**config.mk**
```make
export PLATFORM = sky130hd
export DESIGN_NAME = if_fetch_ctrl
export DESIGN_NICKNAME = d
export VERILOG_FILES = /design/src/rtl/if_fetch_ctrl_pkg.sv /design/src/rtl/if_fetch_ctrl_fetch_queue.sv /design/src/rtl/if_fetch_ctrl.sv
export SDC_FILE = /design/constraint.sdc
export NUM_CORES = 1
export LEC_CHECK = 0
export CORE_MARGIN = 5
export CORE_UTILIZATION = 52
export CTS_CLUSTER_DIAMETER = 100
export DETAILED_ROUTE_END_ITERATION = 16
export HOLD_SLACK_MARGIN = 0.05
export PLACE_DENSITY = 0.91
export SYNTH_ARGS = -nofsm -noshare
export SYNTH_HDL_FRONTEND = slang
export SYNTH_SLANG_ARGS = --single-unit
```
**constraint.sdc**
```tcl
create_clock -name clk -period 6.8 [get_ports clk]
set_input_delay 1.36 -clock clk [delete_from_list [all_inputs] [get_ports clk]]
set_output_delay 1.36 -clock clk [all_outputs]
set_load 0.01 [all_outputs]
```
**src/rtl/if_fetch_ctrl_pkg.sv**
```systemverilog
// Shared definitions for the fetch sequencer: FSM state encodings, the
// default NOP instruction and the queue entry layout.
package if_fetch_ctrl_pkg;

   localparam logic [1:0] FS_IDLE = 2'd0;
   localparam logic [1:0] FS_BUSY = 2'd1;
   localparam logic [1:0] FS_DROP = 2'd2;

   localparam logic [31:0] INST_NOP = 32'h0000_0013;

   typedef struct packed {
      logic [31:0] pc;
      logic [31:0] inst;
   } fq_entry_t;

   // Fetch addresses are word aligned; the low two bits are simply cleared.
   function automatic logic [31:0] align_pc(input logic [31:0] pc);
      return pc & 32'hFFFF_FFFC;
   endfunction

   function automatic logic [31:0] sat_inc(input logic [31:0] value);
      return (value == 32'hFFFF_FFFF) ? value : value + 32'd1;
   endfunction

endpackage

```
**src/rtl/if_fetch_ctrl_fetch_queue.sv**
```systemverilog
// Small PC+instruction FIFO between the Icache response path and ID.
// Supports simultaneous push and pop when full; flush empties it in one cycle.
module fetch_queue
   import if_fetch_ctrl_pkg::*;
#(
   parameter int DEPTH = 2
) (
   input  logic                     clk,
   input  logic                     rst_n,
   input  logic                     push,
   input  logic                     pop,
   input  logic                     flush,
   input  fq_entry_t                push_entry,
   output fq_entry_t                head,
   output logic [$clog2(DEPTH):0]   count
);

   localparam int AW = $clog2(DEPTH);
   localparam int CW = AW + 1;
   localparam logic [CW-1:0] CNT_FULL = CW'(DEPTH);

   fq_entry_t       mem [DEPTH];
   logic [AW-1:0]   rd_ptr;
   logic [AW-1:0]   wr_ptr;
   logic            pop_ok;
   logic            push_ok;

   assign pop_ok  = pop && (count != '0);
   assign push_ok = push && ((count < CNT_FULL) || pop_ok);
   assign head    = mem[rd_ptr];

   // Pointers wrap naturally because DEPTH is a power of two.
   always_ff @(posedge clk or negedge rst_n) begin
      if (!rst_n) begin
         rd_ptr <= '0;
         wr_ptr <= '0;
         count  <= '0;
      end else if (flush) begin
         rd_ptr <= '0;
         wr_ptr <= '0;
         count  <= '0;
      end else begin
         if (pop_ok)
            rd_ptr <= rd_ptr + 1'b1;
         if (push_ok)
            wr_ptr <= wr_ptr + 1'b1;
         if (push_ok && !pop_ok)
            count <= count + CW'(1);
         else if (pop_ok && !push_ok)
            count <= count - CW'(1);
      end
   end

   always_ff @(posedge clk) begin
      if (push_ok && !flush)
         mem[wr_ptr] <= push_entry;
   end

endmodule

```
**src/rtl/if_fetch_ctrl.sv**
```systemverilog
// Fetch sequencer: one outstanding Icache request, queue of fetched
// instructions to ID, redirect flush with stale-response drop. FETCH_PERF_EN adds perf counters.
module if_fetch_ctrl
   import if_fetch_ctrl_pkg::*;
#(
   parameter logic [31:0] RESET_PC = 32'h0000_0000,
   parameter int          QDEPTH   = 2,
   parameter logic [31:0] NOP_INST = INST_NOP
) (
   input  logic        clk,
   input  logic        rst_n,
   input  logic        redirect_i,
   input  logic [31:0] redirect_pc_i,
   output logic        ic_req_o,
   output logic [31:0] ic_addr_o,
   input  logic        ic_ready_i,
   input  logic [31:0] ic_inst_i,
   output logic        fq_valid_o,
   output logic [31:0] fq_inst_o,
   output logic [31:0] fq_pc_o,
   input  logic        id_ready_i
`ifdef FETCH_PERF_EN
   ,
   output logic [31:0] perf_drop_cnt_o,
   output logic [31:0] perf_empty_cnt_o
`endif
);

   localparam int CW = $clog2(QDEPTH) + 1;
   localparam logic [CW-1:0] CNT_FULL = CW'(QDEPTH);

   logic [1:0]    state;
   logic [1:0]    state_next;
   logic [31:0]   fetch_pc;
   logic [31:0]   fetch_pc_next;
   logic [31:0]   stale_addr;
   logic [31:0]   stale_addr_next;
   logic [CW-1:0] count;
   logic [CW-1:0] count_after_pop;
   logic          fq_valid;
   logic          push;
   logic          pop;
   fq_entry_t     push_entry;
   fq_entry_t     head;

   assign fq_valid        = (count != '0);
   assign pop             = fq_valid && id_ready_i && !redirect_i;
   assign push            = (state == FS_BUSY) && ic_ready_i && !redirect_i;
   assign push_entry      = '{pc: fetch_pc, inst: ic_inst_i};
   assign count_after_pop = count - CW'(pop);

   fetch_queue #(
      .DEPTH(QDEPTH)
   ) u_queue (
      .clk        (clk),
      .rst_n      (rst_n),
      .push       (push),
      .pop        (pop),
      .flush      (redirect_i),
      .push_entry (push_entry),
      .head       (head),
      .count      (count)
   );

   // A redirect with a request still in flight must swallow exactly one
   // response, so DROP keeps the old address on the bus while fetch_pc moves on.
   always_comb begin
      state_next      = state;
      fetch_pc_next   = fetch_pc;
      stale_addr_next = stale_addr;
      if (redirect_i) begin
         fetch_pc_next = align_pc(redirect_pc_i);
         if ((state != FS_IDLE) && !ic_ready_i) begin
            state_next = FS_DROP;
            if (state == FS_BUSY)
               stale_addr_next = fetch_pc;
         end else begin
            state_next = FS_BUSY;
         end
      end else begin
         case (state)
            FS_IDLE: begin
               if (count_after_pop < CNT_FULL)
                  state_next = FS_BUSY;
            end
            FS_BUSY: begin
               if (ic_ready_i) begin
                  fetch_pc_next = fetch_pc + 32'd4;
                  state_next    = ((count_after_pop + CW'(1)) < CNT_FULL) ? FS_BUSY : FS_IDLE;
               end
            end
            FS_DROP: begin
               if (ic_ready_i)
                  state_next = FS_BUSY;
            end
            default: state_next = FS_IDLE;
         endcase
      end
   end

   always_ff @(posedge clk or negedge rst_n) begin
      if (!rst_n) begin
         state      <= FS_IDLE;
         fetch_pc   <= RESET_PC;
         stale_addr <= RESET_PC;
      end else begin
         state      <= state_next;
         fetch_pc   <= fetch_pc_next;
         stale_addr <= stale_addr_next;
      end
   end

   assign ic_req_o   = (state != FS_IDLE);
   assign ic_addr_o  = (state == FS_DROP) ? stale_addr : fetch_pc;
   assign fq_valid_o = fq_valid;
   assign fq_inst_o  = fq_valid ? head.inst : NOP_INST;
   assign fq_pc_o    = fq_valid ? head.pc : 32'h0;

`ifdef FETCH_PERF_EN
   logic drop_evt;
   logic empty_evt;

   // A discarded response is either the stale one in DROP or one that
   // lands in the same cycle as a redirect.
   assign drop_evt  = ic_ready_i && ((state == FS_DROP) || ((state == FS_BUSY) && redirect_i));
   assign empty_evt = id_ready_i && !fq_valid;

   always_ff @(posedge clk or negedge rst_n) begin
      if (!rst_n) begin
         perf_drop_cnt_o  <= 32'h0;
         perf_empty_cnt_o <= 32'h0;
      end else begin
         if (drop_evt)
            perf_drop_cnt_o <= sat_inc(perf_drop_cnt_o);
         if (empty_evt)
            perf_empty_cnt_o <= sat_inc(perf_empty_cnt_o);
      end
   end
`endif

endmodule

```
==> results.toml, run 1 <==
[timing]
skew_ns = 0.01018
relSlewSlack = 0.2707
setup_violations = 0
fin_crit_sh = 0.5720
rsz0062_at_grt = "no"
min_period_ns = 3.889
finalSetupTns_ns = 0
finalHoldViolCount = 0
worstMarginPinSlew_ns = 1.094
fin_ws_ns = 2.911
drv_slew = 0
fmax_mhz = 257.1

[clock_tree]
cts_resized = 0
htree_levels = 4
cts-root-buf = "clkbuf_16"
cts.sinks = 190
post-cts-setup-buffer-count = 0
clockBufferDepth = 2
ctsHoldBuffers = 0
cts_tree = "yes"
clkTransAtPathRegs_ns = 0.07
clk_latency_ns = 0.43
numCtsBuffers = 17

[logic_synthesis]
yosysWarnings = 0
netlist_instances = 636
synthTopCellsByArea = "edfxtp_1 (45%), dfrtp_1 (20%), mux2_2 (7.7%), mux2i_1 (7.6%), nor2_1 (3.6%)"
synth.largest_area_cell = "edfxtp_1"
ys_async_sr_fraction = 0.3474
ys_seq_elements = 190
yosys_most_used_dff = "edfxtp_1"
syn_avg_cell_area_sq_um = 13.10
synth_cell_type_count = 44
syn_area_sq_um = 8332
yosys.area.top_type_share = 0.4469
synth_edf_count = 124
synth-seq-area-share = 0.6451

[floorplan]
placeableCoreArea_sq_um = 15830
die_h_um = 136.6
die_w_um = 136.6
start_util = 0.5264
die-area_sq_um = 18650
pin_count = 167
core.rowCount = 46

[grt]
antenna_found_initial = 0
grt_usage = 0.2018
grt_max_degree = 67
grt_pass1_vias = 5605
overflow = 0
grt_pass1_wl_um = 29210

[critical_path]
end_kind = "primary output"
path_max_fanout = 60
critical_path_required_ns = 5.44
worstSetupPathType = "reg -> out"
cp.arrival_ns = 2.53
startpoint = "u_queue.count[1]"
rr_worst_depth = 10
r2r_start = "u_queue.count[1]"
startpoint_type = "flip-flop"

[cells_and_area]
fin_nets = 849
antenna_cells = 0
drive_above_1_share = 0.1277
regArea_sq_um = 5379
fin_area_sq_um = 10680
fill_cells = 1102
area_growth_syn_to_layout_pct = 28.20
stdcell_count = 1007
multi_input_area_sq_um = 2779

[worst_hold_path]
min_from = "stale_addr[19]"
hp-class = "reg -> reg"
hold_depth = 1

[pwr]
switchingPower_mw = 0.7415
power_density_nw_per_um2 = 277.5
combPwrFrac = 0.168
internal_power_mw = 2.222
irDropWorstVdd_mv = 0.2003
pwr-share-seq = 0.498
power_frac_clock = 0.334
switching_share = 0.2502
p_total_mw = 2.964
p_leak_nw = 3.690

[route]
vias_per_cell = 5.655
drc = 0
drt-total-wl_um = 18880
antenna_left = 0
firstDrtPassIters = 5
wl_per_cell_um = 18.75
num_vias = 5695
dr.first_iter.drc_count = 381

[run]
maxCapViolations = 0

[placement]
dp_cells = 975
place_ws_ns = 2.716
dpl.hpwl_um = 11970
gp_congestion = 0.8372
portBuffers = 160
postPlaceCellArea_sq_um = 10100

[status]
outcome = "finished, final reports clean"
-- path summary, 6_finish.rpt --
kind	slack [ns]	endpoint
worst max-delay path	2.91	fq_inst_o[0]
worst min-delay path	0.50	stale_addr[19]
worst max register to register	4.18	state[0]
worst min register to register	0.50	stale_addr[19]
max in group asynchronous	5.01	u_queue.rd_ptr
min in group asynchronous	1.12	fetch_pc[18]
-- cells in the mapped netlist (2+ instances only) --
cell      number
nand3_1       16
buf_2          3
buf_1          8
o211ai_1       2
o31ai_1       13
inv_1          9
or3_1          4
nor3_1         7
edfxtp_1     124
mux2i_1       63
nand2_1       37
nor3b_1        3
o311ai_0       2
a22oi_1        4
nor2b_1        4
nor2_1        79
nor4_1         5
xnor2_1        7
xor2_1         4
o21ai_0       21
buf_4          4
or4_1         12
ha_1           2
a21oi_1        7
dfrtp_1       66
nand4_1       12
a31oi_1       11
and3_1         5
mux2_2        57
clkbuf_1      31
-- metal layers --
metal / global-route usage / wire length, um / up-vias
li1: - / - / 2632
met1: 0.2704 / 8065 / 2784
met2: 0.3300 / 9174 / 251
met3: 0.04963 / 1354 / 28
met4: 0.05711 / 289 / 0
met5: 0 / 0 / -
-- area by class of cell --
class	instances	share of cell area
Inverter	9	0.003163
Clock inverter	12	0.01371
Tap cell	216	0.02530
Multi-Input combinational cell	394	0.2602
Timing Repair Buffer	166	0.1532
Clock buffer	20	0.04088
Sequential cell	190	0.5036
-- cells by family after synthesis --
logic type	after synthesis	synth area share
buf+inv	55	0.02703
other cells	1	0.0004501
xor+xnor	11	0.01156
fa+ha+maj	2	0.003003
compound gates	63	0.04730
mux	120	0.1527
flops	190	0.6451
simple gates	194	0.1128
-- layout by cell type (no fill, tap or decap), types with 7 or more instances in the layout --
cell	instances
a21oi_1	7
o21ai_0	21
edfxtp_1	124
nand4_1	12
mux2i_1	63
clkdlybuf4s50_1	158
nand3_1	16
nor2_1	78
dfrtp_1	65
mux2_2	57
clkbuf_16	17
xnor2_1	7
a31oi_1	11
inv_1	9
or4_1	12
nand2_1	37
o31ai_1	13
-- state kept, by name, summed over array words and instances (netlist names) --
| name | cells |
|---|---|
| state | 2 |
| fetch_pc | 30 |
| u_queue.mem | 124 |
| u_queue.rd_ptr | 1 |
| stale_addr | 30 |
| u_queue.wr_ptr | 1 |
| u_queue.count | 2 |
-- power groups by stage --
stage	Clock (mW)	Combinational, mW	Sequential (mW)
after global placement	0	0.483	1.49
final	0.990	0.497	1.48
after floorplan	0	0.296	1.45
after global routing	1.04	0.538	1.49
after CTS	1.00	0.504	1.47
after detailed placement	0	0.496	1.50
-- per-stage QoR --
stage	hold slack, ns	utilization
finish	0.5042	0.6749
global route	0.5209	0.6749
global placement	0.4836	0.6380
CTS	0.5068	0.6749
floorplan	0.4368	-
detailed placement	0.4919	0.6380
-- critical path: stages (launching register included) --
cell	delay (ns)
dfrtp_1	0.49
nor2_4	0.11
buf_4	0.51
inv_1	0.29
nand2_1	0.15
clkdlybuf4s50_1	0.55
Power figures use the tool's default switching activity.
==> inputs of run 2 (changes only) <==
Clock period 6.8 ns to 3.83 ns, I/O delays scaled along.
==> run 2 against run 1 <==
Final area is 0.76% higher. Flip-flop and latch count stayed put. Global-route usage is 1.0 points higher. Combinational power is 83% higher. Critical endpoint is now ic_addr_o[31]. Clock power is 75% higher. Non-clock buffer count is 9 higher. Final cell count is 0.89% higher. Die area stayed put. Worst setup slack worse by 2.2 ns. Via count is 0.97% higher.
==> results.toml, run 2 (same netlist as run 1, synthesis figures left out) <==
[status]
outcome = "finished, final reports clean"

[grt]
grt_pass1_vias = 5965
grt_pass1_wl_um = 30750
overflow = 0
antenna_found_initial = 0
grt_max_degree = 42
grt_usage = 0.2120

[clock_tree]
clkTransAtPathRegs_ns = 0.07
cts-root-buf = "clkbuf_16"
htree_levels = 4
numCtsBuffers = 17
clockBufferDepth = 2
post-cts-setup-buffer-count = 0
cts_resized = 0
cts.sinks = 190
ctsHoldBuffers = 0
cts_tree = "yes"
clk_latency_ns = 0.43

[cells_and_area]
regMostFlops = "u_queue.mem"
area_growth_syn_to_layout_pct = 29.18
largest_reg_flops = 124
layout_common_cells = "clkdlybuf4s50_1 (158), edfxtp_1 (124), nor2_1 (78)"
drive_above_1_share = 0.1413
antenna_cells = 0
largestRegisters = "u_queue.mem (124), fetch_pc (30), stale_addr (30)"
fin_area_sq_um = 10760
final_common_cell = "clkdlybuf4s50_1"
stdcell_count = 1016
fin_nets = 858

[route]
drc = 0
drt-total-wl_um = 19150
wl_per_cell_um = 18.85
antenna_left = 0
dr.first_iter.drc_count = 521
firstDrtPassIters = 5
vias_per_cell = 5.659
num_vias = 5750

[run]
maxCapViolations = 0

[floorplan]
placeableCoreArea_sq_um = 15830
core.rowCount = 46
start_util = 0.5264
pin_count = 167
die_h_um = 136.6
die-area_sq_um = 18650
die_w_um = 136.6

[pwr]
irDropWorstVdd_mv = 0.3424
power_density_nw_per_um2 = 487.7
p_leak_nw = 3.725

[timing]
drv_slew = 0
fmax_mhz = 318.1
fin_crit_sh = 0.8209
finalSetupTns_ns = 0
relSlewSlack = 0.4682
worstMarginPinSlew_ns = 0.7893
skew_ns = 0.007880
rsz0062_at_grt = "no"
finalHoldViolCount = 0
setup_violations = 0
min_period_ns = 3.144

[critical_path]
critical_path_required_ns = 3.06
worstSetupPathType = "reg -> out"
end_kind = "primary output"
r2r_end = "fetch_pc[31]"
slowest_stage = "clkdlybuf4s50_1"
path_max_fanout = 34
cp.arrival_ns = 2.38
r2r_start = "fetch_pc[6]"
startpoint_type = "flip-flop"
max_stage_delay_ns = 0.49
crit_chain = "and2b_1 > buf_4 > mux2_2 > clkdlybuf4s50_1"
r2r_slack_ns = 1.32
rr_worst_depth = 4

[placement]
gp_congestion = 0.8209
portBuffers = 160
postPlaceCellArea_sq_um = 10180
dpl.hpwl_um = 12790
dp_cells = 984

[worst_hold_path]
hp-class = "in -> async"
-- run 2: cell types whose count changed in the layout (fill, tap and decap cells not counted) --
cell	change
clkbuf_8	+1
clkbuf_1	-2
bufinv_16	-1
clkinv_2	-2
clkinv_1	-1
clkinvlp_4	+4
buf_12	+1
buf_4	+8
inv_6	+1
-- run 2: worst max-delay path: cells and delay by family, from the launching register on --
family / cells / cell delay [ns]
buffers and inverters: 2 / 0.85
AND/OR/NAND/NOR: 1 / 0.22
flip-flops: 1 / 0.47
multiplexers: 1 / 0.39
-- run 2: worst max-delay path by stage --
stage | startpoint | endpoint | depth (start not counted)
after global placement | ic_ready_i | fetch_pc[31] | 5
after global routing | state[0] | ic_addr_o[15] | 4
after CTS | state[0] | ic_addr_o[31] | 4
final | state[0] | ic_addr_o[31] | 4
after detailed placement | ic_ready_i | fetch_pc[31] | 5
after floorplan | ic_ready_i | u_queue.mem[1][0] | 5
-- run 2: final cells by class --
cell class | count | area, sq um
Clock buffer | 19 | 442.9
Clock inverter | 13 | 141.4
Fill cell | 1096 | 5065
Inverter | 9 | 33.78
Multi-Input combinational cell | 394 | 2779
Sequential cell | 190 | 5379
Tap cell | 216 | 270.3
Timing Repair Buffer | 175 | 1717
-- run 2: layer usage --
| layer | global-route usage | vias up | share of wire |
|---|---|---|---|
| li1 | - | 2644 | - |
| met1 | 0.2742 | 2829 | 0.41 |
| met2 | 0.3527 | 251 | 0.49 |
| met3 | 0.05551 | 26 | 0.076 |
| met4 | 0.06495 | 0 | 0.015 |
| met5 | 0 | - | 0 |
-- run 2: power breakdown --
group          leakage (nW)  total [mW]  switching (mW)  internal, mW
clock network         0.268        1.73           0.755         0.979
logic                  1.56       0.908           0.407         0.501
registers              1.90        2.61           0.178          2.43
-- run 2: stage by stage --
step             util  worst slack [ns]  total power [mW]  hold WS [ns]
2_1_floorplan       -            0.1350             3.095        0.4368
3_3_place_gp   0.6431            0.5766             3.505        0.4833
3_5_place_dp   0.6431            0.4753             3.553        0.4921
4_1_cts        0.6800            0.6702             5.282        0.2609
5_1_grt        0.6800            0.5665             5.458        0.2863
6_report       0.6800            0.6861             5.249        0.2644
